===== config.mk =====
export PLATFORM = sky130hd
export DESIGN_NAME = accum_table_rd_seq
export DESIGN_NICKNAME = d
export VERILOG_FILES = /design/src/rtl/accum_table_rd_seq.sv
export SDC_FILE = /design/constraint.sdc
export NUM_CORES = 1
export LEC_CHECK = 0
export CORE_UTILIZATION = 25
export CTS_BUF_LIST = sky130_fd_sc_hd__clkbuf_16
export CTS_CLUSTER_DIAMETER = 60
export DETAILED_ROUTE_END_ITERATION = 7
export PLACE_DENSITY_LB_ADDON = 0.3
export SETUP_SLACK_MARGIN = 0.02
export SLEW_MARGIN = 10
export SYNTH_ARGS = -nofsm -noshare
export SYNTH_HDL_FRONTEND = slang
export SYNTH_SLANG_ARGS = --single-unit

===== constraint.sdc =====
create_clock -name clk -period 2.8 [get_ports clk]
set_input_delay 0.42 -clock clk [delete_from_list [all_inputs] [get_ports clk]]
set_output_delay 0.42 -clock clk [all_outputs]
set_load 0.01 [all_outputs]

===== src/rtl/accum_table_rd_seq.sv =====
// Read sequencer for the accumulator table: walks submatrix rows per column
// tile and issues per-channel reads, optionally skewed one cycle per channel.
// Parameters: MAX_OUT_ROWS, MAX_OUT_COLS, SYS_ARR_ROWS, SYS_ARR_COLS.
// Ports: clk, reset (sync, active-high), start, num_submats_m/n, out_ready,
//   rd_en[SYS_ARR_COLS], rd_addr[SYS_ARR_COLS*ADDR_W], busy, done.
// Build option: define ACCUM_RD_SKEW_EN to skew channel c by c cycles.
module accum_table_rd_seq #(
  parameter int MAX_OUT_ROWS = 128,
  parameter int MAX_OUT_COLS = 128,
  parameter int SYS_ARR_ROWS = 16,
  parameter int SYS_ARR_COLS = 16,
  localparam int NSM = MAX_OUT_ROWS / SYS_ARR_ROWS,
  localparam int NSN = MAX_OUT_COLS / SYS_ARR_COLS,
  localparam int ADDR_W = $clog2(MAX_OUT_ROWS * NSN),
  localparam int MW = $clog2(NSM + 1),
  localparam int NW = $clog2(NSN + 1)
) (
  input  logic                             clk,
  input  logic                             reset,
  input  logic                             start,
  input  logic [MW-1:0]                    num_submats_m,
  input  logic [NW-1:0]                    num_submats_n,
  input  logic                             out_ready,
  output logic [SYS_ARR_COLS-1:0]          rd_en,
  output logic [SYS_ARR_COLS*ADDR_W-1:0]   rd_addr,
  output logic                             busy,
  output logic                             done
);

  localparam int RW = (SYS_ARR_ROWS > 1) ? $clog2(SYS_ARR_ROWS) : 1;
  localparam int DW = (SYS_ARR_COLS > 1) ? $clog2(SYS_ARR_COLS) : 1;
  localparam int DRAIN_LAST = (SYS_ARR_COLS > 1) ? SYS_ARR_COLS - 2 : 0;

`ifdef ACCUM_RD_SKEW_EN
  localparam bit SKEW = 1'b1;
`else
  localparam bit SKEW = 1'b0;
`endif
  localparam bit HAS_DRAIN = SKEW && (SYS_ARR_COLS > 1);
  localparam int LANES = SKEW ? SYS_ARR_COLS : 1;

  typedef enum logic [1:0] {
    S_IDLE,
    S_RUN,
    S_DRAIN,
    S_DONE
  } state_t;

  state_t state, state_nxt;

  logic [MW-1:0] cnt_m_q, m_q, m_nx, m_clamp;
  logic [NW-1:0] cnt_n_q, n_q, n_nx, n_clamp;
  logic [RW-1:0] r_q, r_nx;
  logic [DW-1:0] drain_q;
  logic [ADDR_W-1:0] addr_nx;
  logic zero_cnt;
  logic last_step;

  // Lane 0 is channel 0's output register; lanes 1.. are skew stages.
  logic [LANES-1:0] en_q;
  logic [ADDR_W-1:0] addr_q [LANES];

  always_comb begin
    m_clamp = (num_submats_m > MW'(NSM)) ? MW'(NSM) : num_submats_m;
    n_clamp = (num_submats_n > NW'(NSN)) ? NW'(NSN) : num_submats_n;
    zero_cnt = (m_clamp == '0) || (n_clamp == '0);
  end

  // Counters hold the step currently presented on channel 0.
  always_comb begin
    last_step = (r_q == RW'(SYS_ARR_ROWS - 1))
             && (m_q == cnt_m_q - 1'b1)
             && (n_q == cnt_n_q - 1'b1);
    r_nx = r_q + 1'b1;
    m_nx = m_q;
    n_nx = n_q;
    if (r_q == RW'(SYS_ARR_ROWS - 1)) begin
      r_nx = '0;
      if (m_q == cnt_m_q - 1'b1) begin
        m_nx = '0;
        n_nx = n_q + 1'b1;
      end else begin
        m_nx = m_q + 1'b1;
      end
    end
    addr_nx = ADDR_W'(n_nx) * ADDR_W'(MAX_OUT_ROWS)
            + ADDR_W'(m_nx) * ADDR_W'(SYS_ARR_ROWS)
            + ADDR_W'(r_nx);
  end

  always_ff @(posedge clk) begin
    if (reset) state <= S_IDLE;
    else       state <= state_nxt;
  end

  always_comb begin
    state_nxt = state;
    unique case (state)
      S_IDLE: begin
        if (start && out_ready)
          state_nxt = zero_cnt ? S_DONE : S_RUN;
      end
      S_RUN: begin
        if (out_ready && last_step)
          state_nxt = HAS_DRAIN ? S_DRAIN : S_DONE;
      end
      S_DRAIN: begin
        if (out_ready && drain_q == DW'(DRAIN_LAST))
          state_nxt = S_DONE;
      end
      S_DONE:  state_nxt = S_IDLE;
      default: state_nxt = S_IDLE;
    endcase
  end

  always_ff @(posedge clk) begin
    if (reset) begin
      cnt_m_q <= '0;
      cnt_n_q <= '0;
      r_q     <= '0;
      m_q     <= '0;
      n_q     <= '0;
      drain_q <= '0;
      en_q    <= '0;
      for (int c = 0; c < LANES; c++)
        addr_q[c] <= '0;
    end else if (out_ready) begin
      unique case (state)
        S_IDLE: begin
          if (start && !zero_cnt) begin
            cnt_m_q   <= m_clamp;
            cnt_n_q   <= n_clamp;
            r_q       <= '0;
            m_q       <= '0;
            n_q       <= '0;
            en_q[0]   <= 1'b1;
            addr_q[0] <= '0;
          end
        end
        S_RUN: begin
          if (last_step) begin
            en_q[0] <= 1'b0;
            drain_q <= '0;
          end else begin
            r_q       <= r_nx;
            m_q       <= m_nx;
            n_q       <= n_nx;
            en_q[0]   <= 1'b1;
            addr_q[0] <= addr_nx;
          end
        end
        S_DRAIN: drain_q <= drain_q + 1'b1;
        default: en_q[0] <= 1'b0;
      endcase
      // Skew stages only take a new address along with a valid.
      for (int c = 1; c < LANES; c++) begin
        en_q[c] <= en_q[c-1];
        if (en_q[c-1])
          addr_q[c] <= addr_q[c-1];
      end
    end
  end

  always_comb begin
    busy    = (state == S_RUN) || (state == S_DRAIN);
    done    = (state == S_DONE);
    rd_en   = '0;
    rd_addr = '0;
    for (int c = 0; c < SYS_ARR_COLS; c++) begin
      rd_en[c] = en_q[SKEW ? c : 0] & out_ready;
      rd_addr[c*ADDR_W +: ADDR_W] = addr_q[SKEW ? c : 0];
    end
  end

endmodule


Word-level counts from Yosys, hierarchy flattened
Memory sizes are Yosys's and may differ from the RTL's.
Index checks and enable logic that the tools add are counted.
Widths: inputs -> output; s select.
{"block": "word_totals", "regBits": 27, "latchBits": 0, "mem_bits_rw": 10, "mem_bits_ro": 0, "in_bits": 12, "output_inout_bits": 178, "elab_cells": 98, "memories": 1}
{"memory": "addr_q", "depth": 1, "word_bits": 10, "rd": 1, "rd_clocked_by_memory_dff": 0, "wr": 1, "line_no": "61", "rtl": "logic [ADDR_W-1:0] addr_q [LANES];"}
{"block": "op_classes", "add_sub_neg": 8, "multipliers": 0, "n_div": 0, "n_lt_le_gt_ge": 2, "eq_ne": 15, "n_shift": 0, "muxes": 39, "n_bitwise": 2, "n_reduce_logical": 22}
{"operator": "$mux 4", "n": 12}
{"operator": "$pmux 4 s2", "n": 4}
{"operator": "$mux 10", "n": 2}
{"operator": "$reduce_or 10->1", "n": 2}
{"operator": "$add 4x1->4 const B", "n": 4}
{"operator": "$ne 2x2->1 const B", "n": 8}
{"operator": "$mux 1", "n": 15}
{"operator": "$reduce_and 3->1", "n": 4}
{"operator": "$add 10x4->10", "n": 1}
{"operator": "$add 10x8->10", "n": 1}
{"operator": "$eq 4x4->1", "n": 2}
{"operator": "$eq 4x4->1 const B", "n": 2}
{"operator": "$gt 4x4->1 const B", "n": 2}
{"operator": "$logic_not 4->1", "n": 2}
{"operator": "$mux 2", "n": 4}
{"operator": "$pmux 2 s4", "n": 1}
{"operator": "$sub 4x1->4 const B", "n": 2}
{"operator": "$logic_and 1x1->1", "n": 6}
{"operator": "$reduce_and 6->1", "n": 1}
{"operator": "$eq 2x2->1 const B", "n": 2}
{"operator": "$reduce_and 4->1", "n": 1}
{"operator": "$reduce_bool 2->1", "n": 2}
{"operator": "$pmux 1 s3", "n": 1}
{"operator": "$eq 2x1->1 const B", "n": 1}
{"operator": "5 further kinds", "n": 6}

Depth between registers and ports, before layout
{"block": "logic_depth", "word_depth": 14, "ltp_mapped": 12, "mapped_depth_nobuf": 11}

Worst setup path after synthesis
Ideal clock, no wire load.
{"block": "synth_path", "kind": "register -> register", "start": "register cnt_m_q[0]", "end": "memory addr_q[0][9] (netlist bit), data pin", "setup_time_ns": 0.271, "arrival_ns": 2.303, "slack_ns": 0.226, "stages_incl_launch_ff": 13, "period_less_slack_ns": 2.574, "path_cell_list": "dfxtp_1 > inv_1 > ha_1 > xnor2_1 > nor3_1 > nand3_1 > clkbuf_1 > xnor2_1 > ha_1 > ha_1 > xnor2_1 > xnor2_1 > nor2_1"}
{"block": "synth_between", "elab_chain_cells": 11}
{"item": "from (decl)", "line_no": "51", "rtl": "logic [MW-1:0] cnt_m_q, m_q, m_nx, m_clamp;"}
{"item": "from (signal assigned)", "line_no": "131", "rtl": "cnt_m_q <= m_clamp;"}
{"item": "$sub 4x1->4 (*)", "line_no": "72, 79"}
{"item": "$eq 4x4->1 (*)", "line_no": "72, 79"}
{"item": "branches (longest 8 deep; another with $add 10x8->10)"}
{"item": "$mux 10 (no line) (*)"}
{"item": "to (decl)", "line_no": "61"}
Mark *: on every way between the ends. The select of a mux whose other input is x is not followed.

Final worst setup path
{"block": "layout_path", "start": "input out_ready", "end": "output rd_en[12]"}
{"block": "layout_between", "elab_chain_cells": 1}
{"item": "from (decl)", "line_no": "23", "rtl": "input logic out_ready,"}
{"item": "$and 1x1->1", "line_no": "170", "rtl": "rd_en[c] = en_q[SKEW ? c : 0] & out_ready;"}
{"item": "to (decl)", "line_no": "24", "rtl": "output logic [SYS_ARR_COLS-1:0] rd_en,"}
No other way between the ends.

==> metrics.txt <==
CTS Buffer Depth=2; dpl hpwl=5615 um; Post-Syn Instances=408; ANT cells=0; nets=469; final setup margin=0.3085 ns; Hold Buf Count CTS=0; clock latency on the worst-skew pair=0.29 ns; die height=118.9 um; Mean Syn Cell Area=8.369 um^2; vias in the first global route=2053; clock root buffer=clkbuf_16; WHS=0.4701 ns; worst slew pin tran=0.6618 ns; largest area contributor in the netlist=buf_4; Crit path arrival time=2.07 ns; setup violators final=0; synthesized net count=435; Async SR Flop Fraction=0%; H-tree depth=2; fin. max-slew vios=0; max-cap violation count=0; post-route cell area=4507 um^2; Post-synth top cells=buf_4 (165), nand2_1 (30), dfxtp_1 (27); Setup CP Type=in -> out; DRC violation count after routing=0; WL final=7209 um; Post-synth EDFFs=10; top cell type's share of synthesized area=36.28%; multiplexer area fraction after synthesis=0%; grt total ovfl=0; Ports=190; status=complete, no violations; Core ar.=13300 um^2; HP Class=reg -> reg; initial antenna violation count=0; Final Hold Fails=0; vias=2531; routed vias/inst=4.089; Synthesis Warnings=0; CTS tree=built; proportion of layout cells with a drive suffix above 1=7.223%; total track usage=9.479%; CP most frequent cell=clkdlybuf4s50_1; RSZ-0062 raised after global routing=no; Setup Skew=0.01035 ns; XOR/XNOR Fraction of Synth Area=4.874%; Synth cell types=47; Final min period=2.492 ns; Post-Syn Area=3415 um^2; placed standard-cell area=4335 um^2; slew margin rel.=55.47%; IO Port Bufs=189; Die Width=118.9 um; #FFs+latches synth=37; Synth Area in Compound Gates=11.07%; kind of end point of the critical path=output port; crit-path max cell delay=0.64 ns; final setup TNS=0 ns; main combinational cell family by area after synthesis=buffers and inverters; Die Footprint=14130 um^2; P_leak=1.625 nW; Fill cells=1324; Core Util, Final=33.90%; slowest CP cell=clkdlybuf4s50_1; Adder-Cell Fraction of Synth Area=5.497%; upper clock frequency limit=401.4 MHz; Final ANT Viol Nets=0; clk sink count=37; CTS clk-pin slew, worst paths=0.06 ns; Routability Congestion=0.8189; main area contributors after synthesis=buf_4 (36%), dfxtp_1 (16%), edfxtp_1 (8.8%); Post-CTS Repair Setup Buffers=0; first-iteration detailed-routing DRC count=53; part of the Yosys area used for sequential elements=24.62%; worst vdd ir=0.2851 mV; worst path required time=2.38 ns; drt pass-1 iters=5; CTS buffer count=5; WL/cell=11.65 um; pwr dens=705.8 nW/um^2; largest net degree at the start of global routing=17; initial core utilization=25.68%; Startpoint Class=input pin; Post-Synth Simple-Gate Area=14.77%; row count=42; cts repair resizes=0; fin crit share=88.98%; Setup WS pre-CTS=0.1255 ns; first-pass GRT wire length=10750 um; count leader, synth=buf_4; Synth Flop Type=dfxtp_1; area added between synthesis and finish=31.99%; worst-path cell chain=clkdlybuf4s50_1 -> and2_1 -> clkdlybuf4s50_1; CP Max Fanout=16
-- registers in the layout, indices dropped and copies added, names as in the netlist --
| signal | flops |
|---|---|
| drain_q | 4 |
| r_q | 4 |
| addr_q | 10 |
| n_q | 4 |
| cnt_n_q | 4 |
| cnt_m_q | 4 |
| m_q | 4 |
| state | 2 |
| en_q | 1 |
-- critical path, delay by kind of cell --
kind / cells / cell delay [ns]
buffers and inverters: 2 / 1.20
and+or+nand+nor: 1 / 0.45
-- metal layers --
metal | vias up | part of all wire (%) | GRT usage, %
met3 | 13 | 6.6 | 2.538
met1 | 1129 | 44 | 11.39
met5 | - | 0 | 0
li1 | 1266 | - | -
met2 | 123 | 47 | 15.94
met4 | 0 | 1.9 | 3.877
-- cells by family (layout without fill, tap and decap cells) --
logic type,count (synthesis),in the layout
fa+ha+maj,15,15
compound gates,54,54
xor+xnor,19,19
flops,37,37
buf+inv,189,224
simple gates,94,94
-- cell type report --
type	count	area, um^2	area share [%]
timing repair buffer	201	1982	43.98
multi-input combinational	182	1236	27.43
sequential	37	840.8	18.66
tap	176	220.2	4.886
clock buffer	5	125.1	2.776
inverter	15	56.30	1.249
clock inverter	3	46.29	1.027
-- path summary, 6_finish.rpt --
check / start / to / slack (ns) / cells after the start
worst min-delay path: cnt_m_q[3] / cnt_m_q[3] / 0.47 / 2
worst min register to register: cnt_m_q[3] / cnt_m_q[3] / 0.47 / 2
worst max-delay path: out_ready / rd_en[12] / 0.31 / 3
worst max register to register: r_q[0] / addr_q[0][9] / 0.35 / 10
-- power by group --
group | internal (W) | leakage [nW] | switching (W)
clock | 0.000422 | 0.0800 | 0.000234
sequential | 0.000621 | 0.325 | 0.000143
combinational | 0.00101 | 1.22 | 0.000754
-- per-stage QoR --
stage / power, W / std cells
floorplan: 0.002051 / 408
global placement: 0.002543 / 611
detailed placement: 0.002557 / 611
CTS: 0.003222 / 619
global route: 0.003353 / 619
finish: 0.003181 / 619
-- layout by cell type, fill, tap and decap left out, types with 5 or more instances in the layout --
cell / count
a21oi_1: 18
buf_4: 12
clkbuf_16: 5
clkdlybuf4s50_1: 189
dfxtp_1: 27
edfxtp_1: 10
ha_1: 15
inv_1: 15
nand2_1: 30
nand3_1: 7
nand3b_1: 6
nand4_1: 7
nor2_1: 15
o21ai_0: 8
xnor2_1: 15
(Power assumes the default switching activity.)
